File: src/rtl/rob_alloc_responder.sv
// rob_alloc_responder
//   Reorder buffer serving the dispatcher. Entries are allocated in program
//   order at the tail. The tag of the newest entry is returned one cycle after
//   the request. Results are captured from the ALU and LSB broadcast buses.
//   Ready entries retire in order from the head to the register file.
//
// Ports
//   clk, rst (async, active-low), rdy (0 = freeze all state)
//   Allocation   : ena_from_dsp, rd_from_dsp, data_from_dsp, pc_from_dsp
//                  -> rob_id_to_dsp (registered), full_to_dsp (registered)
//   Operand query: Q1/Q2_from_dsp -> Q1/Q2_ready_to_dsp, V1/V2_to_dsp
//                  (combinational, with writeback bypass)
//   Writeback    : ena/rob_id/data_from_alu, ena/rob_id/data_from_lsb
//   Commit       : ena_to_reg, rd_to_reg, Q_to_reg, V_to_reg (registered)
//
// Tags: entry index i is tag i+1, and tag 0 means "no dependency".
module rob_alloc_responder #(
  parameter int ROB_LEN  = 4,
  parameter int DATA_LEN = 32,
  parameter int ADDR_LEN = 32,
  parameter int REG_LEN  = 5
) (
  input  logic                clk,
  input  logic                rst,
  input  logic                rdy,
  input  logic                ena_from_dsp,
  input  logic [REG_LEN-1:0]  rd_from_dsp,
  input  logic [DATA_LEN-1:0] data_from_dsp,
  input  logic [ADDR_LEN-1:0] pc_from_dsp,
  output logic [ROB_LEN:0]    rob_id_to_dsp,
  input  logic [ROB_LEN:0]    Q1_from_dsp,
  input  logic [ROB_LEN:0]    Q2_from_dsp,
  output logic                Q1_ready_to_dsp,
  output logic                Q2_ready_to_dsp,
  output logic [DATA_LEN-1:0] V1_to_dsp,
  output logic [DATA_LEN-1:0] V2_to_dsp,
  input  logic                ena_from_alu,
  input  logic [ROB_LEN:0]    rob_id_from_alu,
  input  logic [DATA_LEN-1:0] data_from_alu,
  input  logic                ena_from_lsb,
  input  logic [ROB_LEN:0]    rob_id_from_lsb,
  input  logic [DATA_LEN-1:0] data_from_lsb,
  output logic                ena_to_reg,
  output logic [REG_LEN-1:0]  rd_to_reg,
  output logic [ROB_LEN:0]    Q_to_reg,
  output logic [DATA_LEN-1:0] V_to_reg,
  output logic                full_to_dsp
);

  localparam int DEPTH = 1 << ROB_LEN;
  localparam int TAG_W = ROB_LEN + 1;
  localparam logic [TAG_W-1:0] DEPTH_C   = TAG_W'(DEPTH);
  localparam logic [TAG_W-1:0] ALMOST_C  = TAG_W'(DEPTH - 1);

  logic [ROB_LEN-1:0]  head_r;
  logic [ROB_LEN-1:0]  tail_r;
  logic [TAG_W-1:0]    count_r;
  logic [DEPTH-1:0]    busy_r;
  logic [DEPTH-1:0]    ready_r;
  logic [REG_LEN-1:0]  rd_r   [DEPTH];
  logic [DATA_LEN-1:0] data_r [DEPTH];
  logic [ADDR_LEN-1:0] pc_r   [DEPTH];

  logic                alloc_s;
  logic                commit_s;
  logic [TAG_W-1:0]    next_count_s;
  logic [DEPTH-1:0]    alu_hit_s;
  logic [DEPTH-1:0]    lsb_hit_s;
  logic [ROB_LEN-1:0]  q1_idx_s;
  logic [ROB_LEN-1:0]  q2_idx_s;
  // pc is kept per entry for debug visibility; nothing downstream consumes it.
  logic [ADDR_LEN-1:0] unused_head_pc_s;

  // Resolve an operand query: no dependency, bypass from a live writeback
  // (LSB wins over ALU), or stored result. Returns {ready, value}.
  function automatic logic [DATA_LEN:0] resolve_query(
    input logic [TAG_W-1:0]    q,
    input logic                stored_ready,
    input logic [DATA_LEN-1:0] stored_data,
    input logic                alu_en,
    input logic [TAG_W-1:0]    alu_tag,
    input logic [DATA_LEN-1:0] alu_data,
    input logic                lsb_en,
    input logic [TAG_W-1:0]    lsb_tag,
    input logic [DATA_LEN-1:0] lsb_data
  );
    logic [DATA_LEN:0] res;
    if (q == {TAG_W{1'b0}}) begin
      res = {1'b1, {DATA_LEN{1'b0}}};
    end else if (lsb_en && (lsb_tag == q)) begin
      res = {1'b1, lsb_data};
    end else if (alu_en && (alu_tag == q)) begin
      res = {1'b1, alu_data};
    end else if (stored_ready) begin
      res = {1'b1, stored_data};
    end else begin
      res = {1'b0, {DATA_LEN{1'b0}}};
    end
    return res;
  endfunction

  assign unused_head_pc_s = pc_r[head_r];

  // Admission uses the pre-edge count, so a same-cycle commit never frees a slot early.
  assign alloc_s  = ena_from_dsp && (count_r != DEPTH_C);
  assign commit_s = busy_r[head_r] && ready_r[head_r];

  // Occupancy after this edge.
  always_comb begin
    next_count_s = count_r;
    case ({alloc_s, commit_s})
      2'b10:   next_count_s = count_r + TAG_W'(1);
      2'b01:   next_count_s = count_r - TAG_W'(1);
      default: next_count_s = count_r;
    endcase
  end

  // Per-entry writeback decode; only busy entries accept results.
  always_comb begin
    alu_hit_s = {DEPTH{1'b0}};
    lsb_hit_s = {DEPTH{1'b0}};
    for (int i = 0; i < DEPTH; i++) begin
      alu_hit_s[i] = ena_from_alu && (rob_id_from_alu == TAG_W'(i + 1)) && busy_r[i];
      lsb_hit_s[i] = ena_from_lsb && (rob_id_from_lsb == TAG_W'(i + 1)) && busy_r[i];
    end
  end

  // Combinational operand readiness and value for both dispatcher queries.
  always_comb begin
    q1_idx_s = ROB_LEN'(Q1_from_dsp - TAG_W'(1));
    q2_idx_s = ROB_LEN'(Q2_from_dsp - TAG_W'(1));
    {Q1_ready_to_dsp, V1_to_dsp} = resolve_query(Q1_from_dsp, ready_r[q1_idx_s], data_r[q1_idx_s],
                                                 ena_from_alu, rob_id_from_alu, data_from_alu,
                                                 ena_from_lsb, rob_id_from_lsb, data_from_lsb);
    {Q2_ready_to_dsp, V2_to_dsp} = resolve_query(Q2_from_dsp, ready_r[q2_idx_s], data_r[q2_idx_s],
                                                 ena_from_alu, rob_id_from_alu, data_from_alu,
                                                 ena_from_lsb, rob_id_from_lsb, data_from_lsb);
  end

  // Pointers, occupancy, allocation tag, commit port and almost-full flag.
  always_ff @(posedge clk or negedge rst) begin
    if (!rst) begin
      head_r        <= {ROB_LEN{1'b0}};
      tail_r        <= {ROB_LEN{1'b0}};
      count_r       <= {TAG_W{1'b0}};
      rob_id_to_dsp <= {TAG_W{1'b0}};
      ena_to_reg    <= 1'b0;
      rd_to_reg     <= {REG_LEN{1'b0}};
      Q_to_reg      <= {TAG_W{1'b0}};
      V_to_reg      <= {DATA_LEN{1'b0}};
      full_to_dsp   <= 1'b0;
    end else if (rdy) begin
      if (alloc_s) begin
        tail_r        <= tail_r + ROB_LEN'(1);
        rob_id_to_dsp <= {1'b0, tail_r} + TAG_W'(1);
      end
      if (commit_s) begin
        head_r     <= head_r + ROB_LEN'(1);
        ena_to_reg <= 1'b1;
        rd_to_reg  <= rd_r[head_r];
        Q_to_reg   <= {1'b0, head_r} + TAG_W'(1);
        V_to_reg   <= data_r[head_r];
      end else begin
        ena_to_reg <= 1'b0;
      end
      count_r     <= next_count_s;
      // Raised one entry early so a request already in flight still fits.
      full_to_dsp <= (next_count_s >= ALMOST_C);
    end
  end

  // Entry storage: commit clears, allocation fills, writeback sets ready (LSB first).
  always_ff @(posedge clk or negedge rst) begin
    if (!rst) begin
      busy_r  <= {DEPTH{1'b0}};
      ready_r <= {DEPTH{1'b0}};
      for (int i = 0; i < DEPTH; i++) begin
        rd_r[i]   <= {REG_LEN{1'b0}};
        data_r[i] <= {DATA_LEN{1'b0}};
        pc_r[i]   <= {ADDR_LEN{1'b0}};
      end
    end else if (rdy) begin
      for (int i = 0; i < DEPTH; i++) begin
        if (commit_s && (head_r == ROB_LEN'(i))) begin
          busy_r[i]  <= 1'b0;
          ready_r[i] <= 1'b0;
        end else if (alloc_s && (tail_r == ROB_LEN'(i))) begin
          busy_r[i]  <= 1'b1;
          ready_r[i] <= 1'b0;
          rd_r[i]    <= rd_from_dsp;
          data_r[i]  <= data_from_dsp;
          pc_r[i]    <= pc_from_dsp;
        end else if (lsb_hit_s[i]) begin
          data_r[i]  <= data_from_lsb;
          ready_r[i] <= 1'b1;
        end else if (alu_hit_s[i]) begin
          data_r[i]  <= data_from_alu;
          ready_r[i] <= 1'b1;
        end
      end
    end
  end

endmodule

File: config.mk
export PLATFORM = sky130hd
export DESIGN_NAME = rob_alloc_responder
export DESIGN_NICKNAME = d
export VERILOG_FILES = /design/src/rtl/rob_alloc_responder.sv
export SDC_FILE = /design/constraint.sdc
export NUM_CORES = 2
export LEC_CHECK = 0
export BUFFER_PORTS_ARGS = -buffer_cell sky130_fd_sc_hd__buf_2
export CAP_MARGIN = 20
export CORE_ASPECT_RATIO = 0.7
export CORE_MARGIN = 2
export CORE_UTILIZATION = 30
export CTS_CLUSTER_SIZE = 25
export DETAILED_ROUTE_END_ITERATION = 6
export GPL_TIMING_DRIVEN = 0
export PLACE_DENSITY_LB_ADDON = 0.15
export SLEW_MARGIN = 20
export SYNTH_ARGS = -nofsm -noshare
export SYNTH_HDL_FRONTEND = slang
export SYNTH_SLANG_ARGS = --single-unit
File: constraint.sdc
create_clock -name clk -period 10.7 [get_ports clk]
set_input_delay 2.14 -clock clk [delete_from_list [all_inputs] [get_ports clk]]
set_output_delay 2.14 -clock clk [all_outputs]
set_load 0.01 [all_outputs]
After elaboration in Yosys (flattened, before gate mapping)

Index checks and enable logic that the tools add are counted.

Register bits: 686
Word-level logic and storage cells: 570
Output and inout bits: 115

Muxes and demuxes: 174
Reduce and logical (&&, ||, !) cells: 220
$add $sub $neg: 8
Eq/ne operators: 69
Order comparisons: 7
Bitwise operators: 19

Operators with widths:

| kind                                                                          | number |
|---|---|
| 32-bit two-way mux                                                            | 54 |
| 32-bit binary-select mux with 4-bit select                                    | 3 |
| 33-bit two-way mux                                                            | 8 |
| 1-bit logical AND                                                             | 102 |
| 1-bit two-way mux                                                             | 101 |
| 3-bit AND reduction                                                           | 32 |
| 5-bit by 4-bit equality test with 1-bit output (second input constant)        | 16 |
| 2-bit AND reduction                                                           | 34 |
| 4-bit equality test (second input constant)                                   | 16 |
| 4-bit nonzero test                                                            | 16 |
| 3-bit nonzero test                                                            | 16 |
| 5-bit by 3-bit equality test with 1-bit output (second input constant)        | 8 |
| 4-bit by 3-bit equality test with 1-bit output (second input constant)        | 8 |
| 2-bit nonzero test                                                            | 16 |
| 5-bit binary-select mux with 4-bit select                                     | 1 |
| 5-bit by 2-bit equality test with 1-bit output (second input constant)        | 4 |
| 5-bit equality test                                                           | 4 |
| 1-bit binary-select mux with 4-bit select                                     | 4 |
| 4-bit by 2-bit equality test with 1-bit output (second input constant)        | 4 |
| 1-bit NOT                                                                     | 16 |
| 5-bit greater-or-equal comparator (second input constant)                     | 3 |
| 4-bit by 5-bit less-than comparator with 1-bit output (second input constant) | 3 |
| 4-bit NOT with 5-bit output                                                   | 3 |
| 4-bit by 1-bit adder with 5-bit output (second input constant)                | 2 |
| 15 further kinds                                                              | 23 |

Logic depth before layout (Yosys ltp)

Depth after elaboration: 9
Mapped depth: 14
Mapped depth without buffers: 12

Worst setup path before layout

No wires, ideal clock.

Path kind: input port to output port
From: input Q1_from_dsp[0]
To: output V1_to_dsp[31]
Setup slack: 3.193 ns
Buffers on the path: 6
Stages on the path: 13
Data arrival time: 5.367 ns
Cells stage by stage: buf_2 > buf_2 > buf_1 > inv_1 > ha_1 > clkbuf_1 > clkbuf_1 > clkbuf_1 > nor2_1 > a22oi_1 > a31oi_1 > a21o_1 > a211oi_1

Word-level cells in the longest chain between the ends: 9

Ends and longest elaborated chain:

| element                                                | RTL line | RTL |
|---|---|---|
| start: declaration                                     | 31       | `input logic [ROB_LEN:0] Q1_from_dsp,` |
| 4-bit by 1-bit subtractor with 4-bit output            | 130      | `q1_idx_s = ROB_LEN'(Q1_from_dsp - TAG_W'(1));` |
| 4-bit NOT with 5-bit output (not written as such)      | 132      | `{Q1_ready_to_dsp, V1_to_dsp} = resolve_query(Q1_from_dsp, ready_r[q1_idx_s], data_r[q1_idx_s],` |
| 32-bit binary-select mux with 4-bit select             | 132      |  |
| 32-bit two-way mux (not written as such) (2 in series) | 132      |  |
| 33-bit two-way mux                                     | 94       | `end else if (stored_ready) begin` |
| 33-bit two-way mux                                     | 92       | `end else if (alu_en && (alu_tag == q)) begin` |
| 33-bit two-way mux                                     | 90       | `end else if (lsb_en && (lsb_tag == q)) begin` |
| 33-bit two-way mux (*)                                 | 88       | `if (q == {TAG_W{1'b0}}) begin` |
| end: declaration                                       | 35       | `output logic [DATA_LEN-1:0] V1_to_dsp,` |

Mark *: on every way between the ends. The rest lies on a longest branch, timed or not. The select of a mux whose other input is x is not followed.

Worst setup path after layout

Ends and elaborated chain as after synthesis.

==> impl_metrics.prom <==
# TYPE chip_impl_metric gauge
chip_impl_metric{name="yosys-mux-area-fraction",unit="%"} 44.7
chip_impl_metric{name="netlist-cell-type-count",unit=""} 66
chip_impl_metric{name="clk_transition_reported_paths",unit="ns"} 0.06
chip_impl_metric{name="layout_setup_ws",unit="ns"} 0.363
chip_impl_metric{name="detail_route_antenna_nets",unit=""} 0
chip_impl_metric{name="report.final.slew_viol_count",unit=""} 0
chip_impl_metric{name="synth_enable_flop_cells",unit=""} 0
chip_impl_metric{name="largest_register_ff_count",unit=""} 512
chip_impl_info{name="tritoncts",value="built"} 1
chip_impl_metric{name="use_met2",unit="%"} 43.3
chip_impl_metric{name="place.gp.congestion",unit=""} 0.990
chip_impl_info{name="synth.area.top_cells",value="sky130_fd_sc_hd__dfrtp_1 32%, sky130_fd_sc_hd__mux4_2 19%, sky130_fd_sc_hd__mux2i_1 12%"} 1
chip_impl_metric{name="cpPeakStageDelay",unit="ns"} 0.87
chip_impl_metric{name="core_region_area",unit="um^2"} 173000
chip_impl_metric{name="cts_buffer_depth",unit=""} 3
chip_impl_metric{name="crit_arrival",unit="ns"} 8.20
chip_impl_metric{name="crit_required",unit="ns"} 8.56
chip_impl_info{name="dominant_combinational_cell_family_by_area_after_synthesis",value="multiplexers"} 1
chip_impl_metric{name="synth_fp_nets",unit=""} 4982
chip_impl_info{name="rsz0062_at_grt",value="false"} 1
chip_impl_metric{name="slew_headroom",unit="%"} 10.4
chip_impl_metric{name="die_h",unit="um"} 353
chip_impl_metric{name="period_needed",unit="ns"} 10.34
chip_impl_metric{name="post_synth_instance_area",unit="um^2"} 52200
chip_impl_metric{name="vias",unit=""} 47400
chip_impl_metric{name="grt_pass1_wl",unit="um"} 388000
chip_impl_metric{name="timing.final.crit_share",unit="%"} 96.6
chip_impl_metric{name="cts_inserted_buffers",unit=""} 80
chip_impl_metric{name="grt_start_max_net_pins",unit=""} 84
chip_impl_info{name="cpMaxStageDelayCell",value="sky130_fd_sc_hd__clkbuf_1"} 1
chip_impl_metric{name="floorplan.initialDensity",unit="%"} 30.1
chip_impl_metric{name="dp_worst_setup_slack",unit="ns"} 0.859
chip_impl_metric{name="synth-seq-cells",unit=""} 678
chip_impl_metric{name="final_area",unit="um^2"} 59200
chip_impl_metric{name="xor_xnor_cell_area_share_of_the_yosys_netlist",unit="%"} 0.587
chip_impl_info{name="synth_flop_cell",value="sky130_fd_sc_hd__dfrtp_1"} 1
chip_impl_metric{name="dieWidth",unit="um"} 503
chip_impl_metric{name="postCtsSetupRepairBufs",unit=""} 0
chip_impl_metric{name="clock-skew-final",unit="ns"} 0.0305
chip_impl_info{name="cp-end-kind",value="output pin"} 1
chip_impl_metric{name="nNetsFinal",unit=""} 5223
chip_impl_info{name="hold_path.class",value="flop to flop"} 1
chip_impl_metric{name="io_pins",unit=""} 274
chip_impl_metric{name="tightestPinTransition",unit="ns"} 1.34
chip_impl_metric{name="grt_pass1_vias",unit=""} 44400
chip_impl_metric{name="estimated_wirelength_of_the_detail_placed_design",unit="um"} 206000
chip_impl_metric{name="portBuffers",unit=""} 133
chip_impl_metric{name="leakage",unit="nW"} 24.9
chip_impl_metric{name="grt_use_total",unit="%"} 31.7
chip_impl_info{name="clk_root_buf",value="sky130_fd_sc_hd__clkbuf_16"} 1
chip_impl_metric{name="final-setup-viol-count",unit=""} 0
chip_impl_info{name="synth.cells.most_frequent",value="678 x sky130_fd_sc_hd__dfrtp_1, 645 x sky130_fd_sc_hd__mux2i_1, 567 x sky130_fd_sc_hd__mux2_2"} 1
chip_impl_metric{name="syn-mean-instance-area",unit="um^2"} 10.9
chip_impl_metric{name="ys_async_sr_fraction",unit="%"} 100
chip_impl_metric{name="grt.overflow.total",unit=""} 0
chip_impl_metric{name="register_area_share_after_synthesis",unit="%"} 32.5
chip_impl_metric{name="synth-adder-area-share",unit="%"} 0.374
chip_impl_info{name="crit_path_cells",value="buf_2, buf_2, buf_2, inv_1, ha_1, clkbuf_1, clkbuf_1, clkbuf_2, nor2_1, a22oi_1, a31oi_1, a21o_1, a211oi_1, buf_2"} 1
chip_impl_metric{name="clock_tree.htree_level_count",unit=""} 3
chip_impl_metric{name="max_cap_viol_count",unit=""} 0
chip_impl_metric{name="max_freq",unit="GHz"} 0.0967
chip_impl_metric{name="core.rowCount",unit=""} 128
chip_impl_metric{name="first_iter_violations",unit=""} 6927
chip_impl_metric{name="wirelength",unit="um"} 288000
chip_impl_metric{name="final.setup.tns",unit="ns"} 0
chip_impl_info{name="critical_path_most_common_cell",value="sky130_fd_sc_hd__buf_2"} 1
chip_impl_metric{name="cts-resized-gates",unit=""} 0
chip_impl_metric{name="layout-area-overhead-vs-synth",unit="%"} 13.5
chip_impl_metric{name="antenna_found_initial",unit=""} 28
chip_impl_metric{name="cellPowerDensity",unit="nW/um^2"} 254
chip_impl_metric{name="synth_simple_gate_area_share",unit="%"} 8.04
chip_impl_metric{name="vias_per_cell",unit=""} 6.35
chip_impl_metric{name="clkSinkCount",unit=""} 678
chip_impl_metric{name="crit_fanout",unit=""} 10
chip_impl_metric{name="netlist_instances",unit=""} 4808
chip_impl_metric{name="floorplan.die_area",unit="um^2"} 177000
chip_impl_info{name="critical_path_class",value="input port to output pin"} 1
chip_impl_info{name="most_heavily_used_metal_layer_in_global_routing",value="met1"} 1
chip_impl_metric{name="drc",unit=""} 0
chip_impl_metric{name="worst_skew_pair.late_latency",unit="ns"} 0.73
chip_impl_metric{name="drt_pre_antenna_iters",unit=""} 7
chip_impl_metric{name="yosys_warnings",unit=""} 0
chip_impl_info{name="outcome",value="finished, final reports clean"} 1
chip_impl_info{name="post-synth-top-area-cell",value="sky130_fd_sc_hd__dfrtp_1"} 1
chip_impl_metric{name="final_layout_size_suffix_gt1_share",unit="%"} 30.4
chip_impl_metric{name="synth_top_area_share",unit="%"} 32.5
chip_impl_metric{name="cts_hold_buf",unit=""} 0
chip_impl_metric{name="use_met3",unit="%"} 11.9
chip_impl_metric{name="gr-usage-met1",unit="%"} 44.6
chip_impl_metric{name="synthesized_area_fraction_occupied_by_ao_oa_aoi_and_oai_cells",unit="%"} 8.94
chip_impl_metric{name="timing_hold_violations_final",unit=""} 0
chip_impl_metric{name="vdd_drop_max",unit="V"} 0.000140
chip_impl_info{name="worst_setup_path_start_kind",value="input port"} 1
chip_impl_info{name="yosysMostFrequentCell",value="sky130_fd_sc_hd__dfrtp_1"} 1
chip_impl_metric{name="route.detailed.wl_per_inst",unit="um"} 38.5
chip_impl_metric{name="place_area",unit="um^2"} 56400
chip_impl_metric{name="final.hold.worst_slack",unit="ns"} 0.495
## placed cells by master (no fill, tap or decap), types with 5 or more instances in the layout
| cell type | instances |
|---|---|
| sky130_fd_sc_hd__a21o_1 | 13 |
| sky130_fd_sc_hd__a21oi_1 | 139 |
| sky130_fd_sc_hd__a22oi_1 | 65 |
| sky130_fd_sc_hd__a31oi_1 | 22 |
| sky130_fd_sc_hd__and2_1 | 13 |
| sky130_fd_sc_hd__and3_1 | 11 |
| sky130_fd_sc_hd__and4_1 | 7 |
| sky130_fd_sc_hd__buf_1 | 72 |
| sky130_fd_sc_hd__buf_16 | 12 |
| sky130_fd_sc_hd__buf_2 | 279 |
| sky130_fd_sc_hd__buf_6 | 13 |
| sky130_fd_sc_hd__bufinv_16 | 5 |
| sky130_fd_sc_hd__clkbuf_1 | 333 |
| sky130_fd_sc_hd__clkbuf_16 | 83 |
| sky130_fd_sc_hd__clkbuf_2 | 83 |
| sky130_fd_sc_hd__clkbuf_8 | 24 |
| sky130_fd_sc_hd__clkinv_2 | 11 |
| sky130_fd_sc_hd__dfrtp_1 | 678 |
| sky130_fd_sc_hd__diode_2 | 13 |
| sky130_fd_sc_hd__ha_1 | 14 |
| sky130_fd_sc_hd__inv_1 | 22 |
| sky130_fd_sc_hd__mux2_1 | 36 |
| sky130_fd_sc_hd__mux2_2 | 567 |
| sky130_fd_sc_hd__mux2i_1 | 645 |
| sky130_fd_sc_hd__mux4_2 | 447 |
| sky130_fd_sc_hd__nand2_1 | 490 |
| sky130_fd_sc_hd__nand2b_1 | 9 |
| sky130_fd_sc_hd__nand3_1 | 35 |
| sky130_fd_sc_hd__nand4_1 | 13 |
| sky130_fd_sc_hd__nor2_1 | 190 |
| sky130_fd_sc_hd__nor2b_1 | 11 |
| sky130_fd_sc_hd__nor3_1 | 6 |
| sky130_fd_sc_hd__o211ai_1 | 70 |
| sky130_fd_sc_hd__o21ai_0 | 457 |
| sky130_fd_sc_hd__or3_1 | 124 |
| sky130_fd_sc_hd__xnor2_1 | 16 |
| sky130_fd_sc_hd__xor2_1 | 19 |
## routing by layer
metal,up-vias,wire (um)
li1,18400,-
met1,24800,121000
met2,3537,116000
met3,605,37600
met4,24,12800
met5,-,466
## where the power goes
| group | internal (mW) | switching (mW) | leakage (nW) | total, mW |
|---|---|---|---|---|
| clock | 1.71 | 1.32 | 1.35 | 3.03 |
| combinational | 3.40 | 3.79 | 14.9 | 7.18 |
| sequential | 3.70 | 1.13 | 8.62 | 4.83 |
## metrics by stage
step / utilization (%) / power (mW) / std cells
3_3_place_gp: 32.2 / 11.6 / 7281
2_1_floorplan: - / 8.97 / 4808
5_1_grt: 34.2 / 15.5 / 7462
3_5_place_dp: 32.5 / 11.8 / 7302
4_1_cts: 34.1 / 14.8 / 7448
6_report: 34.2 / 15.0 / 7466
## kinds of logic (layout without fill, tap and decap cells)
logic type | Yosys count | in the layout
XOR/XNOR | 35 | 35
other | 0 | 13
AO/OA/AOI/OAI | 809 | 809
AND/OR/NAND/NOR | 936 | 936
buffers and inverters | 640 | 945
flip-flops | 678 | 678
adder cells (fa/ha/maj) | 15 | 15
multiplexers | 1695 | 1695
## worst max-delay path: cells and delay by family
kind	cells	cell delay (ns)
buffers and inverters	8	4.30
AO/OA/AOI/OAI	4	1.26
adder cells (fa/ha/maj)	1	0.35
AND/OR/NAND/NOR	1	0.09
## layout make-up
cell class | instances | area [um^2]
diodes | 13 | 32.5
plain buffers | 618 | 2640
clock buffers | 127 | 2480
clock inverters | 19 | 231
fillers | 17600 | 114000
inverters | 22 | 82.6
multi-input cells | 3490 | 32700
flip-flops and latches | 678 | 17000
well taps | 2340 | 2930
repair buffers | 159 | 1170
## final timing paths
check                                              from                      endpoint  slack, ns  depth (start not counted)
min reg2reg                rob_id_to_dsp[4]$_DFFE_PN0P_  rob_id_to_dsp[4]$_DFFE_PN0P_       0.50                          2
max in group asynchronous                           rst       data_r[467]$_DFFE_PN0P_       7.72                          5
max                                      Q1_from_dsp[0]                 V1_to_dsp[31]       0.36                         14
max reg2reg                     Q_to_reg[0]$_DFFE_PN0P_       data_r[123]$_DFFE_PN0P_       5.53                          8
min in group asynchronous                           rst       data_r[392]$_DFFE_PN0P_       1.37                          2
min                        rob_id_to_dsp[4]$_DFFE_PN0P_  rob_id_to_dsp[4]$_DFFE_PN0P_       0.50                          2
Power figures use the tool's default switching activity.
